==> src/rtl/reg_pipe_vld_rdy.sv <==
// Valid/ready register pipe of DEPTH stages; optional occupancy counter under REG_PIPE_CNT_EN.
// Latency DEPTH cycles from i_vld presented to o_vld when unstalled; full throughput of one item per cycle.
// Backpressure collapses bubbles: empty stages keep loading while i_rdy=0; i_flush empties every stage.
module reg_pipe_vld_rdy #(
    parameter int                    DATA_WIDTH = 32,
    parameter int                    DEPTH      = 2,
    parameter logic [DATA_WIDTH-1:0] RST_VAL    = '0,
    localparam int                   CNT_W      = $clog2(DEPTH + 1)
) (
    input  logic                  i_clk,
    input  logic                  i_rst,
    input  logic                  i_flush,
    input  logic                  i_vld,
    output logic                  o_rdy,
    input  logic [DATA_WIDTH-1:0] i_data,
    output logic                  o_vld,
    input  logic                  i_rdy,
    output logic [DATA_WIDTH-1:0] o_data
`ifdef REG_PIPE_CNT_EN
    ,
    output logic [CNT_W-1:0]      o_cnt
`endif
);

    if (DEPTH < 1 || DEPTH > 16) begin : g_bad_depth
        $fatal(1, "reg_pipe_vld_rdy: DEPTH must be in 1..16");
    end

    localparam logic [DEPTH-1:0] ALL_VLD = '1;

    logic [DEPTH-1:0]      r_vld;
    logic [DATA_WIDTH-1:0] r_data [DEPTH];
    logic [DEPTH-1:0]      w_rdy;
    logic [DEPTH-1:0]      w_in_vld;
    logic [DATA_WIDTH-1:0] w_in_data [DEPTH];

    // Stage k is ready unless it and every stage in front of it are full and the consumer stalls.
    for (genvar k = 0; k < DEPTH; k++) begin : g_stage
        assign w_rdy[k] = i_rdy | ((r_vld >> k) != (ALL_VLD >> k));
        if (k == 0) begin : g_head
            assign w_in_vld[k]  = i_vld;
            assign w_in_data[k] = i_data;
        end else begin : g_body
            assign w_in_vld[k]  = r_vld[k-1];
            assign w_in_data[k] = r_data[k-1];
        end
    end

    always_ff @(posedge i_clk or posedge i_rst) begin
        if (i_rst) begin
            r_vld <= '0;
            for (int k = 0; k < DEPTH; k++) begin
                r_data[k] <= RST_VAL;
            end
        end else if (i_flush) begin
            r_vld <= '0;
        end else begin
            for (int k = 0; k < DEPTH; k++) begin
                if (w_rdy[k]) begin
                    r_vld[k] <= w_in_vld[k];
                    if (w_in_vld[k]) begin
                        r_data[k] <= w_in_data[k];
                    end
                end
            end
        end
    end

    assign o_rdy  = w_rdy[0] & ~i_flush;
    assign o_vld  = r_vld[DEPTH-1];
    assign o_data = r_data[DEPTH-1];

`ifdef REG_PIPE_CNT_EN
    logic             r_cnt_q;
    logic [CNT_W-1:0] r_cnt;
    logic             w_up;
    logic             w_dn;

    assign w_up = i_vld & o_rdy;
    assign w_dn = o_vld & i_rdy;

    always_ff @(posedge i_clk or posedge i_rst) begin
        if (i_rst) begin
            r_cnt   <= '0;
            r_cnt_q <= 1'b0;
        end else if (i_flush) begin
            r_cnt   <= '0;
            r_cnt_q <= 1'b0;
        end else begin
            r_cnt_q <= w_up ^ w_dn;
            if (w_up && !w_dn) begin
                r_cnt <= r_cnt + CNT_W'(1);
            end else if (w_dn && !w_up) begin
                r_cnt <= r_cnt - CNT_W'(1);
            end
        end
    end

    assign o_cnt = r_cnt;
`endif

endmodule

==> config.mk <==
export PLATFORM = sky130hd
export DESIGN_NAME = reg_pipe_vld_rdy
export DESIGN_NICKNAME = d
export VERILOG_FILES = /design/src/rtl/reg_pipe_vld_rdy.sv
export SDC_FILE = /design/constraint.sdc
export NUM_CORES = 1
export LEC_CHECK = 0
export ABC_AREA = 1
export BUFFER_PORTS_ARGS = -buffer_cell sky130_fd_sc_hd__buf_4
export CAP_MARGIN = 20
export CORE_AREA = 2 2 82 84
export DETAILED_ROUTE_END_ITERATION = 12
export DIE_AREA = 0 0 84 86
export GPL_ROUTABILITY_DRIVEN = 0
export PLACE_DENSITY = 0.76
export SLEW_MARGIN = 20
export SYNTH_ARGS = -nofsm -noshare
export SYNTH_HDL_FRONTEND = slang
export SYNTH_SLANG_ARGS = --single-unit
==> constraint.sdc <==
create_clock -name i_clk -period 2 [get_ports i_clk]
set_input_delay 0.4 -clock i_clk [delete_from_list [all_inputs] [get_ports i_clk]]
set_output_delay 0.4 -clock i_clk [all_outputs]
set_load 0.005 [all_outputs]
==> impl_metrics.ini <==
[yosys]
synth_top_cell_by_area = dfrtp_1
synth.avg_cell_area_um2 = 9.11
synth.top_cell.area_share_pct = 56.5
synth_top_family_by_area = simple AND/OR/NAND/NOR gates
synthCells = 321
synth_cell_types = 13
synth_nets = 358
synth_seq_cells = 66
synth-simple-area-share_pct = 29.4
synth-compound-area-share_pct = 0.556
ys_warn_count = 0
ys_seq_area_share_pct = 56.5
yosys-top-cells-area = dfrtp_1, nand2_1, nand3_1
synthMuxAreaShare_pct = 0
syn_area_um2 = 2930
synthAdderAreaFrac_pct = 0
synth-xor-area-share_pct = 0

[layout]
drive_gt1_share_pct = 25.8
fin_area_um2 = 3380
layout_common_cells = nand2_1, buf_4, dfrtp_1
fin_nets = 395
fill_cells = 589
antenna_cells = 0
final_core_util_pct = 53.8
final_common_cell = nand2_1
syn2layout_area_growth_pct = 15.5

[timing]
rsz0062_at_grt = no
fmax_mhz = 617
skew_ps = 4.48
setup_viol = 0
period_needed_ps = 1620
maxSlewHeadroom_pct = 70.4
worstMarginPinSlew_ps = 443
whs_ps = 158
fin_tns_setup_ps = 0
slew_violations = 0
hold_viol_final = 0
post-route-period-util_pct = 81.0

[drt]
wirelength_um = 5990
dr.pass1.iters = 4
first_iter_violations = 164
num_vias = 2130
ant_nets = 0
wl_per_cell_um = 13.7
drc = 0
viasPerCell = 4.86

[grt]
grt_antenna_before_repair = 0
grt_overflow = 0
grt_pass1_wl_um = 9920
grt_max_degree = 67
grt_use_total_pct = 17.7
grt_pass1_vias = 2054

[place]
dp_hpwl_um = 4030
port_buffers = 70
place_area_um2 = 3230

[setup_path]
r2r.worst_path.cells = 5
crit_type = register to output pin
crit_arrival_ps = 1220
cp_max_fo = 4
endpoint_kind = output pin
cp-start-kind = register
cp.required_ps = 1600

[cts]
clockBufferDepth = 2
clk_latency_ps = 340
cts.repair.resized = 0
clk_transition_reported_paths_ps = 60
hold_buffers = 0
cts_tree = yes
post_cts.repair.setup_buffers = 0
htreeDepth = 3
cts-root-buf = clkbuf_8
cts.sinks = 66
cts_buffers = 9

[power_and_ir_drop]
p_leak_nw = 1.86
peakVddDrop_mv = 0.454
power_density_nw_per_um2 = 941

[worst_hold_path]
min_path_type = input pin to asynchronous set/reset pin

[run_status]
status = finished, final reports clean

[floorplan]
pin_count = 71
start_util_pct = 46.6
coreArea_um2 = 6280
die-area_um2 = 7220
die_h_um = 86
row_count = 29
die_x_um = 84

[run]
maxCapViolCount = 0
==> sequential cells by signal, summed over array words and instances (netlist names) <==
register and count:
r_vld 2, o_data 32, r_data 32
==> routing by layer <==
metal,global-route usage (%),vias up,wire length [um]
li1,-,1061,-
met1,22.8,1008,2600
met2,28.0,50,2990
met3,3.56,11,250
met4,10.6,0,149
met5,0,-,0
==> stage by stage <==
| stage | power [mW] | std cells | worst slack (ps) |
|---|---|---|---|
| detailed placement | 2.30 | 424 | 422 |
| global route | 3.36 | 438 | 342 |
| global placement | 2.28 | 424 | 467 |
| finish | 3.18 | 438 | 380 |
| CTS | 3.21 | 438 | 397 |
| floorplan | 2.14 | 321 | 886 |
==> path summary, 6_finish.rpt <==
path | endpoint | from | slack, ps
max | o_rdy | r_vld[1]$_DFFE_PP0P_ | 380
min | o_data[26]$_DFFE_PP0P_ | i_rst | 160
max reg2reg | o_data[1]$_DFFE_PP0P_ | r_vld[0]$_DFFE_PP0P_ | 540
min reg2reg | o_data[30]$_DFFE_PP0P_ | o_data[30]$_DFFE_PP0P_ | 470
max in group asynchronous | o_data[15]$_DFFE_PP0P_ | i_rst | 1570
min in group i_clk | r_data[54]$_DFFE_PP0P_ | i_data[22] | 280
==> Yosys cell counts <==
| master | n |
|---|---|
| buf_2 | 6 |
| inv_2 | 1 |
| nand2_4 | 2 |
| nor2_4 | 2 |
| nand3_2 | 1 |
| a31oi_1 | 1 |
| inv_1 | 3 |
| nand2_1 | 129 |
| buf_4 | 38 |
| nand3_1 | 64 |
| a21oi_1 | 2 |
| dfrtp_1 | 66 |
| buf_6 | 6 |
==> final cells by class <==
cell class	count	area [um^2]	area share, %
flip-flops and latches	66	1650	48.9
multi-input cells	201	876	25.9
repair buffers	76	583	17.3
clock buffers	14	153	4.52
well taps	77	96.3	2.85
inverters	4	18.8	0.556
==> critical path, stage by stage, from the launching register on <==
cell     delay (ps)
dfrtp_1         420
a31oi_1         290
buf_4           170
==> power by group <==
group	switching [mW]	internal [mW]
combinational	0.264	0.308
clock	0.441	0.472
sequential	0.135	1.56
total	0.840	2.34
==> kinds of logic (layout without fill, tap and decap cells) <==
logic type,count (synthesis),in the layout
simple gates,198,198
flops,66,66
compound gates,3,3
buf+inv,54,94
Note: power is estimated with default switching activity, not from simulation.
